<file path="config.mk">
export PLATFORM = sky130hd
export DESIGN_NAME = interrupt_source_unit
export DESIGN_NICKNAME = d
export VERILOG_FILES = /design/src/rtl/interrupt_source_unit_pkg.sv /design/src/rtl/int_sync_ff.sv /design/src/rtl/interrupt_source_unit.sv
export SDC_FILE = /design/constraint.sdc
export NUM_CORES = 1
export LEC_CHECK = 0
export CAP_MARGIN = 10
export CORE_ASPECT_RATIO = 1.5
export CORE_MARGIN = 2
export CORE_UTILIZATION = 55
export CTS_BUF_LIST = sky130_fd_sc_hd__clkbuf_8
export DETAILED_ROUTE_END_ITERATION = 10
export HOLD_SLACK_MARGIN = 0.12
export PLACE_DENSITY_LB_ADDON = 0.05
export SLEW_MARGIN = 10
export SYNTH_ARGS = -nofsm -noshare
export SYNTH_HDL_FRONTEND = slang
export SYNTH_HIERARCHICAL = 1
export SYNTH_SLANG_ARGS = --single-unit
</file>
<file path="constraint.sdc">
create_clock -name i_clk -period 4.8 [get_ports i_clk]
set_input_delay 0.96 -clock i_clk [delete_from_list [all_inputs] [get_ports i_clk]]
set_output_delay 0.96 -clock i_clk [all_outputs]
set_load 0.01 [all_outputs]
</file>
<file path="src/rtl/interrupt_source_unit_pkg.sv">
// Shared constants for the interrupt source unit: register map, mip bit positions, timer type.
package interrupt_source_unit_pkg;

  localparam int unsigned AddrMsip       = 32'h0000;
  localparam int unsigned AddrMtimecmpLo = 32'h4000;
  localparam int unsigned AddrMtimecmpHi = 32'h4004;
  localparam int unsigned AddrMtimeLo    = 32'hBFF8;
  localparam int unsigned AddrMtimeHi    = 32'hBFFC;

  localparam int unsigned IrqSsip = 1;
  localparam int unsigned IrqMsip = 3;
  localparam int unsigned IrqStip = 5;
  localparam int unsigned IrqMtip = 7;
  localparam int unsigned IrqSeip = 9;
  localparam int unsigned IrqMeip = 11;
  localparam int unsigned NumIrq  = 12;

  typedef logic [63:0] mtime_t;

endpackage

</file>
<file path="src/rtl/int_sync_ff.sv">
// Flop-chain synchroniser for one asynchronous level input; Depth flops from d_i to q_o.
module int_sync_ff #(
  parameter int unsigned Depth = 2
) (
  input  logic clk_i,
  input  logic rst_ni,
  input  logic d_i,
  output logic q_o
);

  logic [Depth-1:0] sync_q;

  always_ff @(posedge clk_i or negedge rst_ni) begin
    if (!rst_ni) begin
      sync_q <= '0;
    end else begin
      sync_q[0] <= d_i;
      for (int i = 1; i < Depth; i++) begin
        sync_q[i] <= sync_q[i-1];
      end
    end
  end

  assign q_o = sync_q[Depth-1];

endmodule

</file>
<file path="src/rtl/interrupt_source_unit.sv">
// Machine timer, msip, S-level pending bits and external lines -> registered mip-format vector.
// INT_SRC_EXT_SYNC_EN selects a 2-flop external-line synchroniser instead of a single capture flop.
module interrupt_source_unit
  import interrupt_source_unit_pkg::*;
#(
  parameter int unsigned TICK_DIV = 1,
  parameter int unsigned ADDR_W   = 16
) (
  input  logic              i_clk,
  input  logic              i_rst_n,
  input  logic              i_req_valid,
  output logic              o_req_ready,
  input  logic              i_req_we,
  input  logic [ADDR_W-1:0] i_req_addr,
  input  logic [31:0]       i_req_wdata,
  output logic              o_resp_valid,
  input  logic              i_resp_ready,
  output logic [31:0]       o_resp_data,
  output logic              o_resp_err,
  input  logic              i_ext_irq_m,
  input  logic              i_ext_irq_s,
  input  logic              i_sip_we,
  input  logic [11:0]       i_sip_wdata,
  output logic [11:0]       o_intp,
  output logic [63:0]       o_mtime
);

`ifdef INT_SRC_EXT_SYNC_EN
  localparam int unsigned SyncDepth = 2;
`else
  localparam int unsigned SyncDepth = 1;
`endif
  localparam int unsigned PreW = (TICK_DIV > 1) ? $clog2(TICK_DIV) : 1;

  mtime_t            mtime_q, mtime_d, mtimecmp_q, mtimecmp_d;
  logic [PreW-1:0]   presc_q, presc_d;
  logic              msip_q, msip_d, ssip_q, ssip_d, stip_q, stip_d, seip_sw_q, seip_sw_d;
  logic              resp_valid_q, resp_valid_d, resp_err_q, resp_err_d;
  logic [31:0]       resp_data_q, resp_data_d, rdata;
  logic              rerr;
  logic [NumIrq-1:0] intp_q, intp_d;
  logic              ext_m_sync, ext_s_sync;
  logic              acc, tick;
  logic              sel_msip, sel_cmp_lo, sel_cmp_hi, sel_mtime_lo, sel_mtime_hi;
  logic              unused_sip_wdata;

  int_sync_ff #(.Depth(SyncDepth)) u_sync_m (
    .clk_i  (i_clk),
    .rst_ni (i_rst_n),
    .d_i    (i_ext_irq_m),
    .q_o    (ext_m_sync)
  );

  int_sync_ff #(.Depth(SyncDepth)) u_sync_s (
    .clk_i  (i_clk),
    .rst_ni (i_rst_n),
    .d_i    (i_ext_irq_s),
    .q_o    (ext_s_sync)
  );

  assign o_req_ready  = ~resp_valid_q | i_resp_ready;
  assign acc          = i_req_valid & o_req_ready;
  assign tick         = (presc_q == PreW'(TICK_DIV - 1));
  assign sel_msip     = (i_req_addr == ADDR_W'(AddrMsip));
  assign sel_cmp_lo   = (i_req_addr == ADDR_W'(AddrMtimecmpLo));
  assign sel_cmp_hi   = (i_req_addr == ADDR_W'(AddrMtimecmpHi));
  assign sel_mtime_lo = (i_req_addr == ADDR_W'(AddrMtimeLo));
  assign sel_mtime_hi = (i_req_addr == ADDR_W'(AddrMtimeHi));
  assign unused_sip_wdata = ^{i_sip_wdata[11:10], i_sip_wdata[8:6], i_sip_wdata[4:2],
                              i_sip_wdata[0]};

  // Read data reflects pre-write, pre-increment register values.
  always_comb begin
    rdata = '0;
    rerr  = 1'b0;
    if (sel_msip)          rdata = {31'b0, msip_q};
    else if (sel_cmp_lo)   rdata = mtimecmp_q[31:0];
    else if (sel_cmp_hi)   rdata = mtimecmp_q[63:32];
    else if (sel_mtime_lo) rdata = mtime_q[31:0];
    else if (sel_mtime_hi) rdata = mtime_q[63:32];
    else                   rerr  = 1'b1;
  end

  always_comb begin
    presc_d      = tick ? '0 : presc_q + 1'b1;
    mtime_d      = mtime_q + mtime_t'(tick);
    mtimecmp_d   = mtimecmp_q;
    msip_d       = msip_q;
    ssip_d       = ssip_q;
    stip_d       = stip_q;
    seip_sw_d    = seip_sw_q;
    resp_valid_d = resp_valid_q;
    resp_data_d  = resp_data_q;
    resp_err_d   = resp_err_q;

    // A write to one mtime half replaces the tick for that cycle; no carry into the other half.
    if (acc && i_req_we) begin
      if (sel_mtime_lo) mtime_d = {mtime_q[63:32], i_req_wdata};
      if (sel_mtime_hi) mtime_d = {i_req_wdata, mtime_q[31:0]};
      if (sel_cmp_lo)   mtimecmp_d[31:0]  = i_req_wdata;
      if (sel_cmp_hi)   mtimecmp_d[63:32] = i_req_wdata;
      if (sel_msip)     msip_d = i_req_wdata[0];
    end

    if (i_sip_we) begin
      ssip_d    = i_sip_wdata[IrqSsip];
      stip_d    = i_sip_wdata[IrqStip];
      seip_sw_d = i_sip_wdata[IrqSeip];
    end

    if (acc) begin
      resp_valid_d = 1'b1;
      resp_data_d  = i_req_we ? '0 : rdata;
      resp_err_d   = rerr;
    end else if (i_resp_ready) begin
      resp_valid_d = 1'b0;
    end

    intp_d          = '0;
    intp_d[IrqSsip] = ssip_d;
    intp_d[IrqMsip] = msip_d;
    intp_d[IrqStip] = stip_d;
    intp_d[IrqMtip] = (mtime_d >= mtimecmp_d);
    intp_d[IrqSeip] = seip_sw_d | ext_s_sync;
    intp_d[IrqMeip] = ext_m_sync;
  end

  always_ff @(posedge i_clk or negedge i_rst_n) begin
    if (!i_rst_n) begin
      presc_q      <= '0;
      mtime_q      <= '0;
      mtimecmp_q   <= '1;
      msip_q       <= 1'b0;
      ssip_q       <= 1'b0;
      stip_q       <= 1'b0;
      seip_sw_q    <= 1'b0;
      resp_valid_q <= 1'b0;
      resp_data_q  <= '0;
      resp_err_q   <= 1'b0;
      intp_q       <= '0;
    end else begin
      presc_q      <= presc_d;
      mtime_q      <= mtime_d;
      mtimecmp_q   <= mtimecmp_d;
      msip_q       <= msip_d;
      ssip_q       <= ssip_d;
      stip_q       <= stip_d;
      seip_sw_q    <= seip_sw_d;
      resp_valid_q <= resp_valid_d;
      resp_data_q  <= resp_data_d;
      resp_err_q   <= resp_err_d;
      intp_q       <= intp_d;
    end
  end

  assign o_resp_valid = resp_valid_q;
  assign o_resp_data  = resp_data_q;
  assign o_resp_err   = resp_err_q;
  assign o_intp       = intp_q;
  assign o_mtime      = mtime_q;

endmodule

</file>
# == Word-level counts from Yosys, hierarchy flattened ==
# Cells that the tools add are included.
# word_totals
reg_bits,175
latchBits,0
ramBits,0
rom_bits,0
inputBits,68
output_inout_bits,111
word_cells,53
memories,0
# classes
n_addsub,2
multipliers,0
div_mod_pow,0
order_cmp,1
eq_ne,4
shift,0
n_mux,25
bitwise_logic,5
reduce_logical,3
# ops
cell,n
32-bit 2-to-1 mux,8
64-bit 2-to-1 mux,4
64-bit by 1-bit adder with 64-bit output,1
64-bit greater-or-equal comparator,1
16-bit by 15-bit == test with 1-bit output (second input constant),2
16-bit == test (second input constant),2
16-bit zero test,1
1-bit 2-to-1 mux,13
1-bit inverter,2
1-bit OR,2
2-bit nonzero test,1
1-bit adder (second input constant),1
1-bit AND,1
1-bit logical AND,1

# == Depth between registers and ports, before layout ==
# depth
ltp_word,7
depth_mapped,16
depth_no_buf,14

# == Hierarchy ==
# The synthesis kept the hierarchy.
# modules_own_cells
mod,instances,cells_per_inst,area_each_um2,seq_area_each_um2
interrupt_source_unit,1,1053,10301.1,4309.1
int_sync_ff,2,1,25.0,25.0

# == Least setup slack after synthesis ==
# No wires, ideal clock.
# synth_timing
path_type,input -> register
startpoint,input i_req_addr[14]
endpoint,register intp_q[7] (netlist: o_intp[7])
setup_ps,88
arrival_ps,4308
t_required_ps,4712
setup_slack_ps,404
path_stages,15
path_buffers,3
path_cell_list,or4b_4 or4_4 buf_6 or3_1 buf_6 buf_6 a21oi_1 nor2_1 ha_1 nand4_1 nor4_1 nand2_1 or4_1 a2bb2oi_1 a41oi_1
# synth_via
elab_chain_len,5
elab_cells_between_ends,11
cone_classes,1 x order compare; 4 x eq/ne; 6 x mux
# synth_lines
item,line_no,rtl
start: declaration,interrupt_source_unit.sv:14,"input logic [ADDR_W-1:0] i_req_addr,"
16-bit == test,interrupt_source_unit.sv:67,assign sel_mtime_lo = (i_req_addr == ADDR_W'(AddrMtimeLo));
64-bit 2-to-1 mux,interrupt_source_unit.sv:98,"if (sel_mtime_lo) mtime_d = {mtime_q[63:32], i_req_wdata};"
64-bit 2-to-1 mux *,interrupt_source_unit.sv:99,"if (sel_mtime_hi) mtime_d = {i_req_wdata, mtime_q[31:0]};"
64-bit 2-to-1 mux *,interrupt_source_unit.sv:97,if (acc && i_req_we) begin
net mtime_d[37],interrupt_source_unit.sv:35,"mtime_t mtime_q, mtime_d, mtimecmp_q, mtimecmp_d;"
64-bit greater-or-equal comparator *,interrupt_source_unit.sv:123,intp_d[IrqMtip] = (mtime_d >= mtimecmp_d);
net intp_d[7],interrupt_source_unit.sv:41,"logic [NumIrq-1:0] intp_q, intp_d;"
end signal: assignment,interrupt_source_unit.sv:152,intp_q <= intp_d;
end: declaration,interrupt_source_unit.sv:41,
# The timed path passes the listed nets; every way through them passes the cells marked *.
# A chain may end at the register's enable or synchronous reset.

# == Worst setup path after layout ==
# Ends and elaborated chain as after synthesis.

==> metrics.yaml <==
place_congestion: 0.9339
antenna_found_initial: 0
grt_pass1_vias: 9592
port_buffers: 163
yosys.cell_types.count: 66
crit_path_start_kind: "input pin"
grt_usage_pct: 34.08
wl_per_cell_um: 21.88
hold_buffers: 0
drt_iter0_drc: 844
die_x_um: 116.0
slew_violations: 0
powerDensity_nw_per_um2: 216.1
cts_root_buf: "clkbuf_8"
ir_drop_mv: 0.1739
numClockSinks: 171
end_kind: "flip-flop"
vias_per_cell: 6.307
layout_common_cells: "clkdlybuf4s50_1 (161), dfrtp_1 (107), buf_4 (85), nand2_1 (81), mux2_2 (81)"
final_hold_viol_count: 0
dieArea_um2: 19960
final_antenna_net_count: 0
rsz0062_at_grt: "false"
drc: 0
post-route-min-period_ns: 4.641
maxCapViolations: 0
core_area_um2: 18470
slew_headroom_pct: 39.45
layout-drive-gt1-share_pct: 22.87
syn_area_per_cell_um2: 9.812
diodes: 0
place_inst: 1497
worst-endpoint-arrival_ns: 5.03
dp_hpwl_um: 24750
start_util_pct: 56.04
routed_wl_um: 33460
cp_max_fo: 5
yosys_most_used_dff: "dfrtp_1"
clk_pin_slew_ns: 0.10
leakagePower_nw: 5.429
grt_pass1_wl_um: 51520
status: "finished clean"
fin_worst_skew_ns: 0.01787
placementRows: 61
synth_top_cell_by_area: "dfrtp_1"
synth.top_cell.area_share_pct: 25.87
synth-edff-count: 0
cts_made_buffers: 17
final_cells: 1529
finalSetupViolCount: 0
hp-class: "reg -> reg"
cts.path.max_buffers: 2
worst-r2r-setup-slack_ns: 0.42
grt_max_degree: 97
h-tree-depth: 4
synthTopCellsByArea: "dfrtp_1 (26%), dfstp_2 (16%), mux2_2 (8.8%)"
num_io_pins: 179
yosys_register_bits: 171
die_h_um: 172.0
yosys_warnings: 6
num_vias: 9644
clk_latency_ns: 0.48
nFillCells: 1468
max_freq_mhz: 215.5
async_flop_share_pct: 100.0
syn_inst: 1055
critPathRequiredTime_ns: 5.19
whs_ns: 0.3643
syn_to_final_growth_pct: 27.06
final_common_cell: "clkdlybuf4s50_1"
tritoncts: "done"
yosysSeqAreaShare_pct: 42.11
post-route-period-util_pct: 96.68
grt-ovfl-total: 0
fin_nets: 1397
dr.pass1.iters: 6
tightest_slew_ns: 0.9082
netlist_area_um2: 10350
crit_type: "in -> reg"
## synth_stat cells, types with 3 or more instances
cell,number
a211o_1,9
a211oi_1,21
a21o_1,6
a21oi_1,56
a222oi_1,31
a311oi_1,16
and2_1,4
and3_1,17
and4_1,14
buf_2,5
buf_4,11
buf_6,3
clkbuf_1,46
dfrtp_1,107
dfstp_2,64
ha_1,65
inv_1,76
mux2_2,81
mux2i_1,21
nand2_1,82
nand2b_1,4
nand3_1,36
nand4_1,34
nor2_1,65
nor3_1,16
nor4_1,9
nor4_2,3
o211ai_1,3
o21a_1,7
o21ai_0,68
o221a_1,4
o221a_2,6
o22ai_1,10
o31ai_1,4
o32ai_1,4
or2_2,3
or3_1,4
## routing by layer
layer | wire (um) | global-route usage [%] | vias to the layer above | part of all wire, %
li1 | - | - | 4381 | -
met1 | 12650 | 39.92 | 4758 | 38
met2 | 17760 | 61.45 | 411 | 53
met3 | 1589 | 3.750 | 94 | 4.7
met4 | 1452 | 16.51 | 0 | 4.3
met5 | 0 | 0 | - | 0
## cell families (layout without fill, tap and decap cells)
kind of cell    count (synthesis)  count (layout)  synth area share [%]
compound gates                270             270                 18.07
fa+ha+maj                      65              65                 7.857
buf+inv                       144             361                 6.007
flops                         171             171                 42.11
mux                           102             102                 10.84
other cells                     1               6               0.03623
simple gates                  302             302                 15.07
## critical path, cell delays in order
cell and delay, ns:
clkdlybuf4s50_1 0.42, or4b_4 0.57, or4_4 0.50, o2111ai_2 0.25, nor3_1 0.12, a211oi_1 0.24, a311oi_1 0.10, ha_1 0.33
nand4_1 0.21, nor4_2 0.32, buf_4 0.16, nand2_1 0.09, or4_1 0.40, a2bb2oi_1 0.15, a41oi_1 0.20
## path summary, 6_finish.rpt
path	from	to	depth (start not counted)
hold reg to reg	u_sync_m/q_o	o_intp[11]	0
hold / removal	u_sync_m/q_o	o_intp[11]	0
min in group asynchronous	i_rst_n	o_intp[9]	1
max in group asynchronous	i_rst_n	mtimecmp_q[31]	2
setup reg to reg	o_mtime[0]	o_intp[7]	17
setup / recovery	i_req_addr[14]	o_intp[7]	15
## power by group
part,total (W),switching [W],internal (W)
Clock,0.00107,0.000598,0.000471
Combinational,0.000281,0.000153,0.000128
Sequential,0.00149,0.0000301,0.00146
## metrics by stage
step                util, %  setup TNS [ns]  worst slack (ns)  cell area [um^2]  power, W
floorplan                 -               0            0.4037             10370  0.001618
global placement      68.97         -0.3069           -0.3069             12740  0.001794
detailed placement    68.97         -0.4039           -0.4039             12740  0.001798
CTS                   71.12               0            0.1035             13140  0.002849
global route          71.21               0          0.008092             13150  0.002937
finish                71.21               0            0.1592             13150  0.002843
## flip-flops by register name, summed over array words and instances (netlist names)
signal	count
u_sync_m/q_o	1
u_sync_s/q_o	1
o_mtime	64
o_resp_data	32
o_intp	6
seip_sw_q	1
o_resp_err	1
mtimecmp_q	64
o_resp_valid	1
## area by class of cell
class                      instances  area (um^2)  share of cell area [%]
multi-input combinational        745         5430                   41.29
timing repair buffer             253         2366                   17.99
clock buffer                      17        234.0                   1.779
clock inverter                    15        162.7                   1.237
tap                              252        315.3                   2.397
sequential                       171         4359                   33.14
inverter                          76        285.3                   2.169
## repair_timing
action	4_1_cts	5_1_grt
buffers inserted	0	0
gates resized for setup	0	3
endpoints found under the hold margin	0	0
endpoints found under the setup margin	0	1
(Power assumes the default switching activity.)
